<file path="src/rtl/bus_pkg.sv">
// Shared types and encodings for the two-master / three-slave serial bus arbiter.
package bus_pkg;

    localparam int SLV_ID_W = 2;

    typedef enum logic [1:0] {
        IDLE    = 2'b00,
        ADDR    = 2'b01,
        CONNECT = 2'b10,
        RELEASE = 2'b11
    } state_t;

    localparam logic [1:0] GRANT_NONE = 2'b00;
    localparam logic [1:0] GRANT_M1   = 2'b01;
    localparam logic [1:0] GRANT_M2   = 2'b10;

    localparam logic [2:0] SLV_NONE = 3'b000;
    localparam logic [2:0] SLV1     = 3'b011;
    localparam logic [2:0] SLV2     = 3'b101;
    localparam logic [2:0] SLV3     = 3'b111;

endpackage

</file>
<file path="src/rtl/bus_arb_select.sv">
// Winner selection between the two masters; BUS_ARB_ROUND_ROBIN_EN adds a
// registered pointer that favours the master not granted most recently.
module bus_arb_select
    import bus_pkg::*;
(
`ifdef BUS_ARB_ROUND_ROBIN_EN
    input  logic       clk,
    input  logic       rst,
    input  logic       grant_en,
`endif
    input  logic       m1_req,
    input  logic       m2_req,
    output logic [1:0] winner
);

    logic prio_m2;

`ifdef BUS_ARB_ROUND_ROBIN_EN
    // After granting master 1, master 2 wins the next tie, and vice versa.
    always_ff @(posedge clk or posedge rst) begin
        if (rst) begin
            prio_m2 <= 1'b0;
        end else if (grant_en) begin
            prio_m2 <= (winner == GRANT_M1);
        end
    end
`else
    assign prio_m2 = 1'b0;
`endif

    always_comb begin
        winner = GRANT_NONE;
        if (m1_req && m2_req) begin
            winner = prio_m2 ? GRANT_M2 : GRANT_M1;
        end else if (m1_req) begin
            winner = GRANT_M1;
        end else if (m2_req) begin
            winner = GRANT_M2;
        end
    end

endmodule

</file>
<file path="src/rtl/bus_arbiter.sv">
// Bus arbiter and slave-select controller: grant, serial slave-ID capture, connect, release.
// Tie-break is fixed (master 1) unless BUS_ARB_ROUND_ROBIN_EN is defined.
module bus_arbiter
    import bus_pkg::*;
#(
    parameter int TIMEOUT = 16
)
(
    input  logic       clk,
    input  logic       rst,
    input  logic       m1_request,
    input  logic       m2_request,
    input  logic       m1_master_valid,
    input  logic       m2_master_valid,
    input  logic       m1_tx_address,
    input  logic       m2_tx_address,
    output logic [1:0] bus_grant,
    output logic [2:0] slave_grant,
    output logic       busy,
    output logic       decode_err,
    output logic       timeout
);

    localparam logic [7:0] TIMEOUT_C = 8'(TIMEOUT);

    state_t              state;
    logic [1:0]          owner;
    logic [2:0]          slv_code;
    logic                first_bit;
    logic                bit_seen;
    logic [7:0]          idle_cnt;
    logic [7:0]          idle_cnt_inc;
    logic [1:0]          winner;
    logic                own_req;
    logic                own_valid;
    logic                own_tx;
    logic                timeout_hit;
    logic [SLV_ID_W-1:0] id_next;

    function automatic logic [2:0] slave_code(input logic [SLV_ID_W-1:0] id);
        case (id)
            2'b01:   slave_code = SLV1;
            2'b10:   slave_code = SLV2;
            2'b11:   slave_code = SLV3;
            default: slave_code = SLV_NONE;
        endcase
    endfunction

`ifdef BUS_ARB_ROUND_ROBIN_EN
    logic grant_en;
    assign grant_en = (state == IDLE) && (m1_request || m2_request);

    bus_arb_select u_select (
        .clk      (clk),
        .rst      (rst),
        .grant_en (grant_en),
        .m1_req   (m1_request),
        .m2_req   (m2_request),
        .winner   (winner)
    );
`else
    bus_arb_select u_select (
        .m1_req   (m1_request),
        .m2_req   (m2_request),
        .winner   (winner)
    );
`endif

    // Only the owning master's lines matter once granted.
    assign own_req   = (owner == GRANT_M2) ? m2_request      : m1_request;
    assign own_valid = (owner == GRANT_M2) ? m2_master_valid : m1_master_valid;
    assign own_tx    = (owner == GRANT_M2) ? m2_tx_address   : m1_tx_address;

    assign id_next      = {first_bit, own_tx};
    assign idle_cnt_inc = (idle_cnt >= TIMEOUT_C) ? idle_cnt : idle_cnt + 8'd1;
    assign timeout_hit  = !own_valid && (idle_cnt_inc >= TIMEOUT_C);

    // Grant outputs follow the state one edge later; pulses fire on the deciding edge.
    always_ff @(posedge clk or posedge rst) begin
        if (rst) begin
            state       <= IDLE;
            owner       <= GRANT_NONE;
            slv_code    <= SLV_NONE;
            first_bit   <= 1'b0;
            bit_seen    <= 1'b0;
            idle_cnt    <= 8'd0;
            bus_grant   <= GRANT_NONE;
            slave_grant <= SLV_NONE;
            busy        <= 1'b0;
            decode_err  <= 1'b0;
            timeout     <= 1'b0;
        end else begin
            decode_err  <= 1'b0;
            timeout     <= 1'b0;
            bus_grant   <= (state == ADDR || state == CONNECT) ? owner : GRANT_NONE;
            slave_grant <= (state == CONNECT) ? slv_code : SLV_NONE;
            busy        <= (state != IDLE);

            case (state)
                IDLE: begin
                    if (winner != GRANT_NONE) begin
                        owner     <= winner;
                        first_bit <= 1'b0;
                        bit_seen  <= 1'b0;
                        state     <= ADDR;
                    end
                end
                ADDR: begin
                    if (!own_req) begin
                        state <= RELEASE;
                    end else if (own_valid) begin
                        if (bit_seen) begin
                            if (id_next == '0) begin
                                decode_err <= 1'b1;
                                state      <= RELEASE;
                            end else begin
                                slv_code <= slave_code(id_next);
                                idle_cnt <= 8'd0;
                                state    <= CONNECT;
                            end
                        end else begin
                            first_bit <= own_tx;
                            bit_seen  <= 1'b1;
                        end
                    end
                end
                CONNECT: begin
                    // Timeout wins over a simultaneous request drop so the pulse is not lost.
                    if (timeout_hit) begin
                        timeout  <= 1'b1;
                        idle_cnt <= idle_cnt_inc;
                        state    <= RELEASE;
                    end else if (!own_req) begin
                        state <= RELEASE;
                    end else begin
                        idle_cnt <= own_valid ? 8'd0 : idle_cnt_inc;
                    end
                end
                RELEASE: begin
                    state <= IDLE;
                end
                default: begin
                    state <= IDLE;
                end
            endcase
        end
    end

endmodule

</file>
<file path="config.mk">
export PLATFORM = sky130hd
export DESIGN_NAME = bus_arbiter
export DESIGN_NICKNAME = d
export VERILOG_FILES = /design/src/rtl/bus_pkg.sv /design/src/rtl/bus_arb_select.sv /design/src/rtl/bus_arbiter.sv
export SDC_FILE = /design/constraint.sdc
export NUM_CORES = 1
export LEC_CHECK = 0
export ABC_AREA = 1
export BUFFER_PORTS_ARGS = -buffer_cell sky130_fd_sc_hd__buf_4
export CAP_MARGIN = 25
export CELL_PAD_IN_SITES_DETAIL_PLACEMENT = 0
export CELL_PAD_IN_SITES_GLOBAL_PLACEMENT = 1
export CORE_MARGIN = 2
export CORE_UTILIZATION = 25
export DETAILED_ROUTE_END_ITERATION = 12
export GPL_TIMING_DRIVEN = 0
export PLACE_DENSITY_LB_ADDON = 0.05
export SLEW_MARGIN = 15
export SYNTH_ARGS = -nofsm -noshare
export SYNTH_HDL_FRONTEND = slang
export SYNTH_SLANG_ARGS = --single-unit
</file>
<file path="constraint.sdc">
create_clock -name clk -period 3.7 [get_ports clk]
set_input_delay 0.185 -clock clk [delete_from_list [all_inputs] [get_ports clk]]
set_output_delay 0.185 -clock clk [all_outputs]
set_load 0.005 [all_outputs]
</file>
==> summary.md <==
| Metric | Value |
|---|---|
| GRT overflow | `0` |
| CTS H-tree lvls | `1` |
| Root Buffer | `clkbuf_8` |
| Crit path max-delay cell type | `dfrtp_1` |
| Sw frac | `0.442` |
| Vias in the first global route | `between 1000 and 1500` |
| Hold Path Origin | `m1_request` |
| PortBufs | `15` |
| Design Power | `around 1.1 mW` |
| DRT iter0 DRCs | `57` |
| First-pass GRT wire length | `5550 um` |
| Seq pwr share | `0.363` |
| Hold Path Class | `input pin to flip-flop` |
| Pin count of the biggest net entering global routing | `17` |
| Syn Nets | `195` |
| Cell Area, Synth | `0.00141 mm2` |
| Final Routed Wirelength | `~3200 um` |
| Power Internal | `614 uW` |
| Number of synthesized register bits | `25` |
| CP Launch Type | `flip-flop` |
| CTS tree | `built` |
| Worst skew pair latency | `280 ps` |
| Clock buffer depth | `2` |
| Outcome | `completed` |
| Initial antenna violation count | `0` |
| Fmax | `629 MHz` |
| IO Count | `16` |
| Detail Route Antenna Nets | `0` |
| Syn-to-layout area delta | `20.3%` |
| Fin crit period | `1590 ps` |
| Synth top area cells | `dfrtp_1 (45%), nand2_1 (15%), nand3_1 (7.8%)` |
| CP max stage delay | `~450 ps` |
| Worst Path Buf+Inv | `0` |
| Number of diodes | `0` |
| Synth unique cells | `24` |
| CP endpoint kind | `flip-flop` |
| Die Height | `79.0 um` |
| Wire length on met1 | `1620 um` |
| Sink Count | `25` |
| Vias per cell | `4.21` |
| Max FO, Critical Path | `9` |
| WS Path Type | `flip-flop to flip-flop` |
| Initial Utilization | `0.257` |
| Max_cap viols | `0` |
| Cts bufs inserted | `3` |
| Pins Over Slew Limit | `0` |
| Placer Congestion | `between 0.7 and 0.8` |
| Pre-antenna DRT Iters | `4` |
| Unrepaired setup endpoints after global routing | `false` |
| Detailed-placement wirelength estimate | `roughly 2400 um` |
| Final setup vio count | `0` |
| Metal3 WL | `~170 um` |
| # Post-CTS Setup Buffers | `0` |
| Crit path arrival time | `roughly 1800 ps` |
| Clk pwr share | `0.155` |
| Synthesis Warnings | `0` |
| Pwr Density | `652 mW/mm2` |
| Nets | `~220` |
| Metal2 WL | `1370 um` |
| Relative slew slack | `0.658` |
| Synthesized area per cell | `between 7 and 8 um2` |
| Top sig layer | `met4` |
| Share of the synthesized area in the top cell type | `0.445` |
| Worst R2R Start | `idle_cnt[0]` |
| Leading area contributor after synthesis | `dfrtp_1` |
| TNS Setup | `0 ps` |
| WL/cell | `11.7 um` |
| DRC Markers | `0` |
| Row count | `27` |
| Layout cell share with drive strength beyond 1 | `0.167` |
| Crit-path cells | `ha_1 -> nand3_1 -> nand3_1 -> nand2_1 -> nand3_4 -> nand2_8 -> nand2_1 -> nand2_1` |
| Setup Skew | `roughly 7.4 ps` |
| Clock transition at path regs | `approximately 90 ps` |
| DR vias | `about 1200` |
| Die width | `79.0 um` |
| Synth Instances | `182` |
| Critical Path Most Common Cell | `nand2_1` |
| Core ar. | `~0.0055 mm2` |
| Leak pwr | `approximately 0.91 nW` |
| Fin. Hold Viols | `0` |
| Critical Path RT | `roughly 3900 ps` |
| Worst vdd ir | `265 uV` |
| GRT Total Usage | `0.116` |
| Gate power share | `0.482` |
| Critical path launch point | `idle_cnt[0]` |
| Worst-margin pin slew | `between 500 and 600 ps` |
| CP delay by family, top | `simple AND/OR/NAND/NOR gates` |
| Post-synthesis sequential area ratio | `0.445` |
| Net Sw Power | `487 uW` |
| Die area | `0.00624 mm2` |
| Final period util | `0.430` |
==> layer usage <==
metal  GRT usage  vias up
met2       0.168       28
met5           0        -
li1            -      613
met3      0.0239        5
met4      0.0466        0
met1       0.168      513
==> worst min-delay path, delay by kind of cell <==
family / cells / cell delay (ps)
AO/OA/AOI/OAI: 1 / 80
buffers and inverters: 2 / 180
==> stage by stage <==
step | std cells | util | hold WS (ps) | worst slack, ps | cell area, um2
after floorplan | 182 | - | 212 | 2330 | 1410
after global placement | 269 | 0.294 | 445 | 2140 | 1610
after detailed placement | 270 | 0.299 | 259 | 2110 | 1640
after CTS | 275 | 0.309 | 196 | 2090 | 1690
after global routing | 275 | 0.309 | 231 | 1970 | 1690
final | 275 | 0.309 | 203 | 2110 | 1690
==> sequential cells by signal (all words and copies together) (netlist names) <==
| signal | cells |
|---|---|
| bus_grant | 2 |
| bit_seen | 1 |
| decode_err | 1 |
| first_bit | 1 |
| state | 2 |
| timeout | 1 |
| owner | 2 |
| idle_cnt | 8 |
| busy | 1 |
| slave_grant | 3 |
| slv_code | 3 |
==> cells by family after synthesis <==
group | share of synthesized area
simple gates | 0.377
buf+inv | 0.0837
flops | 0.445
compound gates | 0.0436
fa+ha+maj | 0.0445
xor+xnor | 0.00623
==> area by class of cell <==
type | instances | area (um2)
buffer | 2 | 16.3
tap | 72 | 90.1
inverter | 27 | 101
fill | 619 | 3780
sequential | 25 | 626
multi-input combinational | 128 | 662
clock buffer | 4 | 45.0
timing repair buffer | 17 | 150
==> power by group through the flow <==
stage | clock network, mW | logic (mW) | registers, mW
after floorplan | 0 | 0.388 | 0.396
after global placement | 0 | 0.533 | 0.403
after detailed placement | 0 | 0.543 | 0.405
after CTS | 0.181 | 0.545 | 0.400
after global routing | 0.194 | 0.611 | 0.412
final | 0.170 | 0.531 | 0.400
==> path summary, 6_finish.rpt <==
path,end,slack (ps),depth (start not counted)
worst max-delay path,idle_cnt[0],2110,8
worst min-delay path,owner[0],200,3
worst max register to register,idle_cnt[0],2110,8
worst min register to register,slv_code[0],470,2
max in group asynchronous,state[1],2740,4
min in group asynchronous,slv_code[2],500,3
==> cells in the mapped netlist <==
library cell  instances
o21ai_2               1
xnor2_1               1
a21oi_1               1
o21ai_1               1
o22ai_1               2
ha_1                  5
dfrtp_1              25
inv_2                 1
buf_2                 1
nand2_2               5
nand3_1              22
buf_6                 1
nand4_1               2
nor4_1                1
and2_1                1
nand3_4               1
nand3_2               1
nand2_4               1
nor2_2                1
nand2_1              58
nand2_8               2
o21ai_0               6
nor2_1               16
inv_1                26
==> cell usage in the layout, fill, tap and decap left out, types with 2 or more instances in the layout <==
cell / netlist / final
nor2_1: 16 / 16
buf_4: 0 / 15
ha_1: 5 / 5
nand4_1: 2 / 2
nand2_1: 58 / 58
nand2_8: 2 / 2
inv_1: 26 / 26
o22ai_1: 2 / 2
o21ai_0: 6 / 6
nand3_1: 22 / 22
clkbuf_8: 0 / 3
dfrtp_1: 25 / 25
nand2_2: 5 / 5
==> what timing repair did <==
item,CTS,global route
endpoints found under the hold margin,9,0
hold buffers,1,0
resized for setup,0,0
Note: power is estimated with default switching activity, not from simulation.
